[src/rtl/ps2_host_tx_if.sv]
// Command-byte handshake between a controller and the PS/2 host transmitter.
// The controller side is the master; the transmitter side is the slave.
interface ps2_host_tx_if;
  logic [7:0] tx_data;
  logic       tx_valid;
  logic       tx_ready;
  logic       tx_busy;
  logic       tx_done;
  logic       tx_error;

  modport master (
    output tx_data, tx_valid,
    input  tx_ready, tx_busy, tx_done, tx_error
  );

  modport slave (
    input  tx_data, tx_valid,
    output tx_ready, tx_busy, tx_done, tx_error
  );
endinterface

[src/rtl/ps2_host_tx.sv]
// PS/2 host-to-device transmitter: inhibits the bus, requests to send, then
// shifts a command byte out on device-generated clocks and checks the ACK.
module ps2_host_tx #(
  parameter int INHIBIT_CYCLES = 5000,
  parameter int SETUP_CYCLES   = 100,
  parameter int TIMEOUT_CYCLES = 750000
) (
  input  logic         clock,
  input  logic         resetn,
  input  logic         ps2_clk_in,
  input  logic         ps2_data_in,
  output logic         ps2_clk_oe,
  output logic         ps2_data_oe,
  ps2_host_tx_if.slave bus
);

  localparam int PHASE_MAX = (INHIBIT_CYCLES > SETUP_CYCLES) ? INHIBIT_CYCLES : SETUP_CYCLES;
  localparam int PW = $clog2(PHASE_MAX + 1);
  localparam int TW = $clog2(TIMEOUT_CYCLES + 1);
  localparam logic [PW-1:0] INHIBIT_LAST = PW'(INHIBIT_CYCLES - 1);
  localparam logic [PW-1:0] SETUP_LAST   = PW'(SETUP_CYCLES - 1);
  localparam logic [TW-1:0] TIMEOUT_LAST = TW'(TIMEOUT_CYCLES - 1);

  typedef enum logic [2:0] {
    IDLE,
    INHIBIT,
    REQUEST,
    SHIFT,
    ACK,
    WAIT_IDLE
  } state_t;

  state_t        state_q, state_d;
  logic [PW-1:0] phase_q, phase_d;
  logic [TW-1:0] tout_q, tout_d;
  logic [3:0]    bit_idx_q, bit_idx_d;
  logic [7:0]    shreg_q, shreg_d;
  logic          parity_q, parity_d;
  logic          data_oe_q, data_oe_d;
  logic          done_q, done_d;
  logic          error_q, error_d;

  logic clk_meta_q, clk_sync_q, clk_prev_q;
  logic data_meta_q, data_sync_q;
  logic clk_fall;
  logic timed_out;

  // Pad synchronizers idle high so reset release never looks like a falling edge.
  always_ff @(posedge clock or negedge resetn) begin
    if (!resetn) begin
      clk_meta_q  <= 1'b1;
      clk_sync_q  <= 1'b1;
      clk_prev_q  <= 1'b1;
      data_meta_q <= 1'b1;
      data_sync_q <= 1'b1;
    end else begin
      clk_meta_q  <= ps2_clk_in;
      clk_sync_q  <= clk_meta_q;
      clk_prev_q  <= clk_sync_q;
      data_meta_q <= ps2_data_in;
      data_sync_q <= data_meta_q;
    end
  end

  assign clk_fall  = clk_prev_q & ~clk_sync_q;
  assign timed_out = (tout_q == TIMEOUT_LAST);

  always_ff @(posedge clock or negedge resetn) begin
    if (!resetn) begin
      state_q   <= IDLE;
      phase_q   <= '0;
      tout_q    <= '0;
      bit_idx_q <= '0;
      shreg_q   <= '0;
      parity_q  <= 1'b0;
      data_oe_q <= 1'b0;
      done_q    <= 1'b0;
      error_q   <= 1'b0;
    end else begin
      state_q   <= state_d;
      phase_q   <= phase_d;
      tout_q    <= tout_d;
      bit_idx_q <= bit_idx_d;
      shreg_q   <= shreg_d;
      parity_q  <= parity_d;
      data_oe_q <= data_oe_d;
      done_q    <= done_d;
      error_q   <= error_d;
    end
  end

  always_comb begin
    state_d   = state_q;
    phase_d   = phase_q;
    tout_d    = tout_q;
    bit_idx_d = bit_idx_q;
    shreg_d   = shreg_q;
    parity_d  = parity_q;
    data_oe_d = data_oe_q;
    done_d    = 1'b0;
    error_d   = 1'b0;

    unique case (state_q)
      IDLE: begin
        data_oe_d = 1'b0;
        phase_d   = '0;
        tout_d    = '0;
        bit_idx_d = '0;
        if (bus.tx_valid) begin
          shreg_d  = bus.tx_data;
          parity_d = ~^bus.tx_data;
          state_d  = INHIBIT;
        end
      end

      INHIBIT: begin
        if (phase_q == INHIBIT_LAST) begin
          phase_d   = '0;
          data_oe_d = 1'b1;
          state_d   = REQUEST;
        end else begin
          phase_d = phase_q + PW'(1);
        end
      end

      REQUEST: begin
        if (phase_q == SETUP_LAST) begin
          phase_d   = '0;
          tout_d    = '0;
          bit_idx_d = '0;
          state_d   = SHIFT;
        end else begin
          phase_d = phase_q + PW'(1);
        end
      end

      SHIFT: begin
        if (timed_out) begin
          data_oe_d = 1'b0;
          error_d   = 1'b1;
          tout_d    = '0;
          state_d   = IDLE;
        end else begin
          tout_d = tout_q + TW'(1);
          if (clk_fall) begin
            bit_idx_d = bit_idx_q + 4'd1;
            if (bit_idx_q < 4'd8) begin
              data_oe_d = ~shreg_q[bit_idx_q[2:0]];
            end else if (bit_idx_q == 4'd8) begin
              data_oe_d = ~parity_q;
            end else begin
              data_oe_d = 1'b0;
              state_d   = ACK;
            end
          end
        end
      end

      ACK: begin
        if (timed_out) begin
          data_oe_d = 1'b0;
          error_d   = 1'b1;
          tout_d    = '0;
          state_d   = IDLE;
        end else begin
          tout_d = tout_q + TW'(1);
          if (clk_fall) begin
            if (!data_sync_q) begin
              state_d = WAIT_IDLE;
            end else begin
              error_d = 1'b1;
              tout_d  = '0;
              state_d = IDLE;
            end
          end
        end
      end

      WAIT_IDLE: begin
        // Timeout wins over a completion seen in the same cycle.
        if (timed_out) begin
          data_oe_d = 1'b0;
          error_d   = 1'b1;
          tout_d    = '0;
          state_d   = IDLE;
        end else if (clk_sync_q && data_sync_q) begin
          done_d  = 1'b1;
          tout_d  = '0;
          state_d = IDLE;
        end else begin
          tout_d = tout_q + TW'(1);
        end
      end

      default: begin
        data_oe_d = 1'b0;
        state_d   = IDLE;
      end
    endcase
  end

  assign ps2_clk_oe   = (state_q == INHIBIT) || (state_q == REQUEST);
  assign ps2_data_oe  = data_oe_q;
  assign bus.tx_ready = (state_q == IDLE);
  assign bus.tx_busy  = (state_q != IDLE);
  assign bus.tx_done  = done_q;
  assign bus.tx_error = error_q;

endmodule

[src/flat_wrapper.sv]
// flat-port wrapper written by rule: the top's interface ports become plain ports
module ps2_host_tx_flat 
#(
  parameter int INHIBIT_CYCLES = 5000,
  parameter int SETUP_CYCLES   = 100,
  parameter int TIMEOUT_CYCLES = 750000
)
  (clock, resetn, ps2_clk_in, ps2_data_in, ps2_clk_oe, ps2_data_oe, bus_tx_data, bus_tx_valid, bus_tx_ready, bus_tx_busy, bus_tx_done, bus_tx_error);
  ps2_host_tx_if bus_i ();
  input  logic clock;
  input  logic resetn;
  input  logic ps2_clk_in;
  input  logic ps2_data_in;
  output logic ps2_clk_oe;
  output logic ps2_data_oe;
  input wire logic [$bits(bus_i.tx_data)-1:0] bus_tx_data;
  input wire logic [$bits(bus_i.tx_valid)-1:0] bus_tx_valid;
  output wire logic [$bits(bus_i.tx_ready)-1:0] bus_tx_ready;
  output wire logic [$bits(bus_i.tx_busy)-1:0] bus_tx_busy;
  output wire logic [$bits(bus_i.tx_done)-1:0] bus_tx_done;
  output wire logic [$bits(bus_i.tx_error)-1:0] bus_tx_error;
  assign bus_i.tx_data = bus_tx_data;
  assign bus_i.tx_valid = bus_tx_valid;
  assign bus_tx_ready = bus_i.tx_ready;
  assign bus_tx_busy = bus_i.tx_busy;
  assign bus_tx_done = bus_i.tx_done;
  assign bus_tx_error = bus_i.tx_error;
  ps2_host_tx #(.INHIBIT_CYCLES(INHIBIT_CYCLES), .SETUP_CYCLES(SETUP_CYCLES), .TIMEOUT_CYCLES(TIMEOUT_CYCLES)) u_core (.clock(clock), .resetn(resetn), .ps2_clk_in(ps2_clk_in), .ps2_data_in(ps2_data_in), .ps2_clk_oe(ps2_clk_oe), .ps2_data_oe(ps2_data_oe), .bus(bus_i));
endmodule
[config.mk]
export PLATFORM = sky130hd
export DESIGN_NAME = ps2_host_tx_flat
export DESIGN_NICKNAME = d
export VERILOG_FILES = /design/src/rtl/ps2_host_tx_if.sv /design/src/rtl/ps2_host_tx.sv /design/src/flat_wrapper.sv
export SDC_FILE = /design/constraint.sdc
export NUM_CORES = 1
export LEC_CHECK = 0
export ABC_AREA = 0
export CORE_MARGIN = 4
export CORE_UTILIZATION = 38
export DETAILED_ROUTE_END_ITERATION = 7
export GPL_TIMING_DRIVEN = 0
export PLACE_DENSITY_LB_ADDON = 0.08
export SLEW_MARGIN = 15
export SYNTH_ARGS = -nofsm -noshare
export SYNTH_HDL_FRONTEND = slang
export SYNTH_SLANG_ARGS = --single-unit
[constraint.sdc]
create_clock -name clock -period 2.1 [get_ports clock]
set_clock_uncertainty 0.05 [all_clocks]
set_input_delay 0.42 -clock clock [delete_from_list [all_inputs] [get_ports clock]]
set_output_delay 0.42 -clock clock [all_outputs]
set_load 0.01 [all_outputs]
* Word level (Yosys, flattened, before mapping) *
Cells that the tools add are included.
W data, S select, Z words.

word-level totals
  input bits = 13
  output and inout bits = 6
  logic and storage cells = 104
  flip-flop bits (word level) = 57

operators by class
  order comparisons = 2
  bitwise logic cells = 5
  reductions and logical operators = 15
  muxes and demuxes = 45
  equality and inequality tests = 20
  add/subtract/negate cells = 3

operators with widths
  kind                     number
  $mux W20                 7
  $pmux W20 S5             1
  $pmux W13 S3             1
  $mux W3                  12
  $mux W13                 2
  $add A20 B1 Y20 const B  1
  $eq A20 B20 Y1 const B   1
  $pmux W3 S6              1
  $mux W1                  14
  $add A13 B1 Y13 const B  1
  $eq A13 B13 Y1 const B   1
  $eq A13 B7 Y1 const B    1
  $mux W4                  3
  $pmux W4 S3              1
  $ne A3 B1 Y1 const B     3
  $reduce_bool A3 Y1       3
  $ne A2 B1 Y1 const B     4
  $reduce_and A4 Y1        2
  $reduce_and A8 Y1        1
  $reduce_xnor A8 Y1       1
  $eq A3 B2 Y1 const B     2
  $eq A3 B3 Y1 const B     2
  $ne A3 B2 Y1 const B     2
  $reduce_bool A5 Y1       1
  other kinds (16)         22

* Depth between registers and ports, before layout *
Gate-level depths: netlist of the first run.

  word-level depth = 7
  depth in mapped cells = 8
  gate-level depth less buffers = 7

* Least setup slack after synthesis of the first run *
OpenSTA, ideal clock, no wires.

  path type = reg2reg
  from = register u_core.state_q[1]
  to = register u_core.shreg_q[0]
  arrival = 1759 ps
  stages on the path, launching flop included = 7
  clock period less this slack = 1934 ps
  slack = 166 ps
  path through = dfrtp_1 > buf_4 > clkbuf_1 > nor3_1 > and2_1 > buf_2 > mux2_2

between the ends
  word-level cells in the longest chain between the ends = 2

RTL lines
  item                                line                RTL
  start, declared                     ps2_host_tx.sv:33   state_t state_q, state_d;
  start signal, assigned              ps2_host_tx.sv:80   state_q <= state_d;
  $logic_not A3 Y1                    -
  named net bus_tx_ready              flat_wrapper.sv:18  output wire logic [$bits(bus_i.tx_ready)-1:0] bus_tx_ready;
  $reduce_and A2 Y1 (no source line)  -
  end signal, assigned                ps2_host_tx.sv:84   shreg_q <= shreg_d;
  end, declared                       ps2_host_tx.sv:37   logic [7:0] shreg_q, shreg_d;

The timed path passes the listed nets, and every way through them passes these cells.
A chain may end at the register's enable or synchronous reset.

* Worst setup path in the final report of the first run *
  from = register u_core.state_q[0]
  to = output ps2_clk_oe

between the ends
  word-level cells in the longest chain between the ends = 2
  elaborated cells on any way between the ends = 3

RTL lines
  item                                          line                RTL
  $eq A3 B1 Y1 or $eq A3 B2 Y1 (tied branches)  ps2_host_tx.sv:202  assign ps2_clk_oe = (state_q == INHIBIT) || (state_q == REQUEST);
  $logic_or A1 B1 Y1 (*)                        ps2_host_tx.sv:202
  end, declared                                 flat_wrapper.sv:14  output logic ps2_clk_oe;

Mark *: on every way between the ends. The rest lies on a longest branch, timed or not.

==> key figures, run 1 <==
Clocking
  – TritonCTS clock tree: done
  – CTS Buffer Depth: 2
  – CTS Buf Count: 9
  – CTS sink count: 57
  – Clk_lat worst skew: around 0.33 ns
  – Clock slew at reported path FFs: about 0.07 ns
  – # H-tree levels: 3
  – CTS root buf: clkbuf_8

Placed design
  – HPWL after detailed placement: 4.90 mm
  – IO Port Bufs: 18
  – Worst slack, placed: -0.200 ns
  – Routability cong.: 0.844

Logic synthesis
  – Synthesized area per cell: ~10 um2
  – EDFF count, synth: 0
  – Post-Syn Instances: 318
  – Synth area leader: dfrtp_1
  – Post-synth top area share: 41.1%
  – Synth cell types: 66
  – Main synth FF type: dfrtp_1
  – Mapped Area: 3170 um2
  – YS warnings: 0
  – Synthesized net count: 334
  – Ys async rst share: 100%
  – Post-synthesis sequential area ratio: 45.2%
  – Top post-synthesis cells by area: dfrtp_1, o21ai_0, dfstp_2
  – Register bit total from synthesis: 57

Worst setup path
  – Data required time of the worst path: about 1.6 ns
  – Arr. time, crit path: 1.54 ns
  – CP Class: flop to primary output
  – CP Launch Type: flop
  – CP Max Fanout: 10
  – Crit end category: primary output

STA
  – Final hold violation count: 0
  – Tmin final: 2.01 ns
  – Final max-slew violation count: 0
  – Crit share post-route: 95.5%
  – Fmax: roughly 0.5 GHz
  – Final WS setup: 0.0935 ns
  – Setup-failing EPs final: 0
  – Worst slew margin relative to its limit: 50.5%
  – Worst-Margin Slew: 0.742 ns
  – Hold Slack: approximately 0.082 ns

Layout
  – Antenna Cells: 0
  – Area Growth Syn to Fin: 24.0%
  – Most frequent cells in the layout: dfrtp_1, o21ai_0, nand2_1, nor2_1, buf_4
  – Commonest non-fill, non-tap cell in the layout: dfrtp_1
  – Proportion of layout cells with a drive suffix above 1: roughly a quarter
  – Post-layout nets: roughly 380

Power
  – Power Density: 1070 nW/um2
  – Peak supply drop: 0.419 mV
  – Lkg Pwr: 0.00158 uW

Detailed routing
  – Vias: 2574
  – DR iter-0 viols: 109
  – DRC: 0
  – Routed Wire Length: 7.28 mm
  – First drt pass iteration count: 4
  – Vias/cell: 5.45
  – Detail Route Antenna Nets: 0
  – Avg WL per Cell: 15.4 um

Floorplan
  – Die area: 9870 um2
  – Initial Utilization: 38.8%
  – I/O pins: 19
  – Die width: 99.3 um
  – Core Area: 8180 um2
  – Row count: 33
  – Chip height: between 90 and 100 um

Global route
  – Met1 Use GR: 22.2%
  – Vias in the first global route: about 2500
  – First-pass GRT wire length: 12.5 mm
  – GRT Residual Overflow: 0
  – Largest net degree at the start of global routing: between 50 and 60
  – Met3 GRT Util: ~4.7%
  – Initial antenna violation count: 0
  – Overall routing resource usage: between 10% and 20%
  – Most used routing layer: met2
  – Met2 GRT Util: 23.7%

Run status
  – Status: finished clean

Run
  – Max cap viols: 0

Worst hold path
  – Tightest Hold Check Type: input port to asynchronous set/reset pin
-- layer usage --
layer / up-vias / share of wire [%]
met5: - / 0
met2: 48 / 46
li1: 1247 / -
met3: 7 / 4.3
met4: 0 / 1.0
met1: 1272 / 48
-- cells by family (layout without fill, tap and decap cells) --
kind of cell             after synthesis  after routing  synth area share, %
AND/OR/NAND/NOR                      141            142                 26.2
flip-flops                            57             57                 45.2
AO/OA/AOI/OAI                         69             69                 14.3
adder cells (fa/ha/maj)                3              3                 1.18
XOR/XNOR                              20             20                 5.53
buffers and inverters                 15             63                 2.33
multiplexers                          13             13                 5.25
-- cell type report --
type | count | area [um2]
fill | 797 | 4250
multi-input combinational | 247 | 1800
sequential | 57 | 1440
timing repair buffer | 32 | 289
clock buffer | 12 | 145
tap | 105 | 131
buffer | 10 | 90.1
clock inverter | 4 | 20.0
inverter | 5 | 18.8
-- per-stage QoR --
stage | setup TNS, ns | power, uW | utilization, % | cells | area [um2]
after global placement | -75.61 | 3000 | 42.6 | 441 | 3480
after floorplan | 0 | 2530 | - | 318 | 3170
after detailed placement | -2.51 | 3020 | 42.5 | 441 | 3480
final | 0 | 4210 | 48.1 | 472 | 3930
after global routing | -0.0260 | 4540 | 48.1 | 472 | 3930
after CTS | -0.00448 | 4030 | 45.9 | 461 | 3750
-- cell usage after synthesis, drive strengths merged (4+ instances only) --
cell    instances
a21oi          10
nor4            5
nand2          29
xnor2          14
o21ai          37
nor3b           4
xor2            6
and3            9
nand4          10
dfrtp          52
nand2b         13
nor2           22
mux2            9
nor3           15
dfstp           5
or3             4
inv             5
nand3          11
buf             7
-- final timing paths --
path | start | end | slack, ns | cells after the start
max | u_core.state_q[0] | ps2_clk_oe | 0.09 | 4
min | resetn | u_core.shreg_q[7] | 0.08 | 1
max reg2reg | u_core.tout_q[2] | u_core.tout_q[17] | 0.12 | 6
min reg2reg | u_core.clk_meta_q | u_core.clk_sync_q | 0.31 | 0
max in group asynchronous | resetn | u_core.state_q[0] | 1.36 | 1
min in group clock | u_core.clk_meta_q | u_core.clk_sync_q | 0.31 | 0
-- power by group --
part	internal [uW]	leakage (uW)	switching [uW]
registers	1290	0.000745	163
clock network	452	0.0000899	422
logic	897	0.000742	987
total	2640	0.00158	1570
-- state kept, by name (all words and copies together) (netlist names) --
name / flops
u_core.data_sync_q: 1
u_core.ps2_data_oe: 1
u_core.parity_q: 1
u_core.state_q: 3
u_core.clk_prev_q: 1
u_core.shreg_q: 8
u_core.bus.tx_done: 1
u_core.bit_idx_q: 4
u_core.data_meta_q: 1
u_core.tout_q: 20
u_core.phase_q: 13
u_core.clk_meta_q: 1
u_core.clk_sync_q: 1
u_core.bus.tx_error: 1
-- critical path: stages (launching register included) --
cell and delay [ns]:
dfrtp_2 0.45, buf_4 0.19, nand2b_4 0.18, a21oi_2 0.15
clkdlybuf4s15_2 0.23
-- repair_timing --
action	in CTS	in global routing
endpoints found under the setup margin	28	27
hold buffers	0	0
hold endpoints to repair	0	0
pin swaps	4	10
buffers inserted	3	11
resized for setup	25	23
gates cloned	1	0
Note: power is estimated with default switching activity, not from simulation.
==> run 2, diff against run 1 <==
Settings changed: CTS_BUF_LIST from default to sky130_fd_sc_hd__clkbuf_4, HOLD_SLACK_MARGIN from default to 0.05.
==> key figures, run 2 (synthesized netlist as in run 1, its figures left out) <==
Worst setup path
  – Worst-path cell chain: ha_4 > and3_2 > nand2_1 > nor3_4 > buf_4 > nor2_4 > nand2_2 > o41ai_2
  – Data required time of the worst path: 2.33 ns (+0.70 ns)
  – Slowest-stage cell, CP: dfrtp_2
  – CP max stage delay: 0.45 ns (about the same)
  – FF-to-FF End: u_core.tout_q[18]
  – CP Launch Type: flop
  – Reg2reg path depth: 8 (+2)
  – R2R setup slack: 0.1 ns (-0.02 ns)
  – R2r startpoint: u_core.tout_q[0]
  – Arr. time, crit path: 2.23 ns (+0.69 ns)
  – Worst Setup SP: u_core.tout_q[0]
  – CP Max Fanout: 10 (unchanged)
  – Critical path endpoint: u_core.tout_q[18]
  – Crit end category: flop
  – CP Class: flop to flop

Clocking
  – CTS sink count: 57 (unchanged)
  – Clock slew at reported path FFs: 0.11 ns (+0.04 ns)
  – CTS Buf Count: 9 (unchanged)
  – Clk_lat worst skew: 0.40 ns (+0.07 ns)
  – CTS Buffer Depth: 2 (unchanged)
  – TritonCTS clock tree: done
  – # H-tree levels: 3 (unchanged)
  – CTS root buf: clkbuf_4

Layout
  – Top reg by flops: u_core.tout_q
  – Commonest non-fill, non-tap cell in the layout: dfrtp_1
  – Largest register FFs: 20 (unchanged)
  – Antenna Cells: 0 (unchanged)
  – Top Registers: u_core.tout_q: 20 flops, u_core.phase_q: 13 flops, u_core.shreg_q: 8 flops
  – Post-layout nets: 381 (+0.79%)
  – Area Growth Syn to Fin: 22.0%
  – Most frequent cells in the layout: dfrtp_1, o21ai_0, nand2_1, nor2_1, buf_4
  – Proportion of layout cells with a drive suffix above 1: 27.8% (+1.1 points)
  – # fillers: 807 (+1.3%)

Detailed routing
  – First drt pass iteration count: 4 (unchanged)
  – WL met1: 3.62 mm (+2.9%)
  – DRC: 0 (unchanged)
  – Vias: 2544 (-1.2%)
  – Detail Route Antenna Nets: 0 (unchanged)
  – Highest Signal Layer: met4
  – Met2 WL: 3.39 mm (+0.21%)
  – Vias/cell: 5.36 (-1.8%)
  – Avg WL per Cell: 15.4 um (about the same)
  – Routed Wire Length: 7.34 mm (+0.71%)
  – DR iter-0 viols: 134 (+23%)
  – Metal3 WL: 219 um (-29%)

STA
  – Tmin final: 2.00 ns (-0.00441 ns)
  – Setup tns final: 0 ns (unchanged)
  – Worst-Margin Slew: 0.746 ns (+0.00360 ns)
  – Fmax: 0.499 GHz (+0.22%)
  – Final max-slew violation count: 0 (unchanged)
  – Worst slew margin relative to its limit: 50.3% (-0.24 points)
  – Final hold violation count: 0 (unchanged)
  – Setup-failing EPs final: 0 (unchanged)
  – Crit share post-route: 95.3% (-0.21 points)
  – Hold Slack: 0.312 ns (+0.230 ns)

Floorplan
  – Initial Utilization: 38.8% (unchanged)
  – I/O pins: 19 (unchanged)
  – Die area: 9870 um2 (unchanged)
  – Chip height: 99.3 um (unchanged)
  – Row count: 33 (unchanged)
  – Die width: 99.3 um (unchanged)
  – Core Area: 8180 um2 (unchanged)

Run
  – Max cap viols: 0 (unchanged)

Global route
  – Largest net degree at the start of global routing: 58 (unchanged)
  – First-pass GRT wire length: 12.6 mm (+0.28%)
  – Initial antenna violation count: 0 (unchanged)
  – Vias in the first global route: 2557 (+0.87%)
  – Overall routing resource usage: 15.8% (+0.059 points)
  – GRT Residual Overflow: 0 (unchanged)

Placed design
  – HPWL after detailed placement: 4.90 mm (unchanged)
  – IO Port Bufs: 18 (unchanged)
  – Routability cong.: 0.844 (unchanged)

Power
  – Lkg Pwr: 0.00156 uW (-0.95%)
  – Power Density: 1030 nW/um2 (-3.6%)
  – Peak supply drop: 0.443 mV (+5.7%)

Run status
  – Status: finished clean

Worst hold path
  – Tightest Hold Check Type: flop to flop
run 2: cell count changes in the layout (fill, tap and decap cells not counted), moves of 2 or more:
cell / change
clkbuf_1: -2
buf_4: +4
dlygate4sd2_1: -2
clkbuf_2: +2
clkbuf_8: -11
buf_6: -3
clkbuf_4: +13
run 2: routing by layer:
metal  vias up  GRT usage, %
li1       1253             -
met1      1246          22.4
met2        34          23.6
met3        11          3.30
met4         0          6.72
met5         -             0
run 2: metrics by stage:
stage	instance area (um2)	power (uW)	std cells	utilization (%)	setup slack [ns]
after detailed placement	3480	3020	441	42.5	-0.200
after CTS	3710	3820	464	45.4	-0.000511
final	3870	3990	475	47.3	0.0979
after floorplan	3170	2530	318	-	0.166
after global routing	3870	4300	475	47.3	-0.00824
after global placement	3480	3000	441	42.6	-1.35
run 2: critical path, delay by kind of cell (launching register included):
kind / cells / cell delay [ns]
adder cells (fa/ha/maj): 1 / 0.20
AO/OA/AOI/OAI: 1 / 0.23
flip-flops: 1 / 0.45
buffers and inverters: 1 / 0.14
AND/OR/NAND/NOR: 5 / 0.81
run 2: final cells by class:
cell class	instances	area, um2	share of cell area [%]
Multi-Input combinational cell	247	1800	46.5
Sequential cell	57	1440	37.1
Timing Repair Buffer	35	298	7.70
Tap cell	105	131	3.40
Clock buffer	11	82.6	2.14
Buffer	10	80.1	2.07
Clock inverter	5	23.8	0.615
Inverter	5	18.8	0.485
run 2: worst min-delay path by stage:
stage / start / end / slack, ns / cells after the start
4_1_cts: u_core.clk_meta_q / u_core.clk_sync_q / 0.31 / 0
2_1_floorplan: resetn / u_core.bit_idx_q[0] / 0.07 / 0
3_5_place_dp: u_core.data_meta_q / u_core.data_sync_q / 0.30 / 0
3_3_place_gp: u_core.clk_meta_q / u_core.clk_sync_q / 0.30 / 0
6_report: u_core.clk_meta_q / u_core.clk_sync_q / 0.31 / 0
5_1_grt: u_core.clk_meta_q / u_core.clk_sync_q / 0.33 / 0
run 2: power by group:
group	leakage (uW)	internal (uW)	switching (uW)	total [uW]
Sequential	0.000745	1280	151	1430
Clock	0.0000678	259	400	658
Combinational	0.000749	890	1010	1900
Total	0.00156	2430	1560	3990
run 2: what timing repair did:
action,CTS,global route
setup endpoints to repair,29,32
buffers inserted,5,11
hold buffers,1,0
pin swaps,4,9
gates resized for setup,22,23
gates cloned,1,0
hold endpoints to repair,24,0
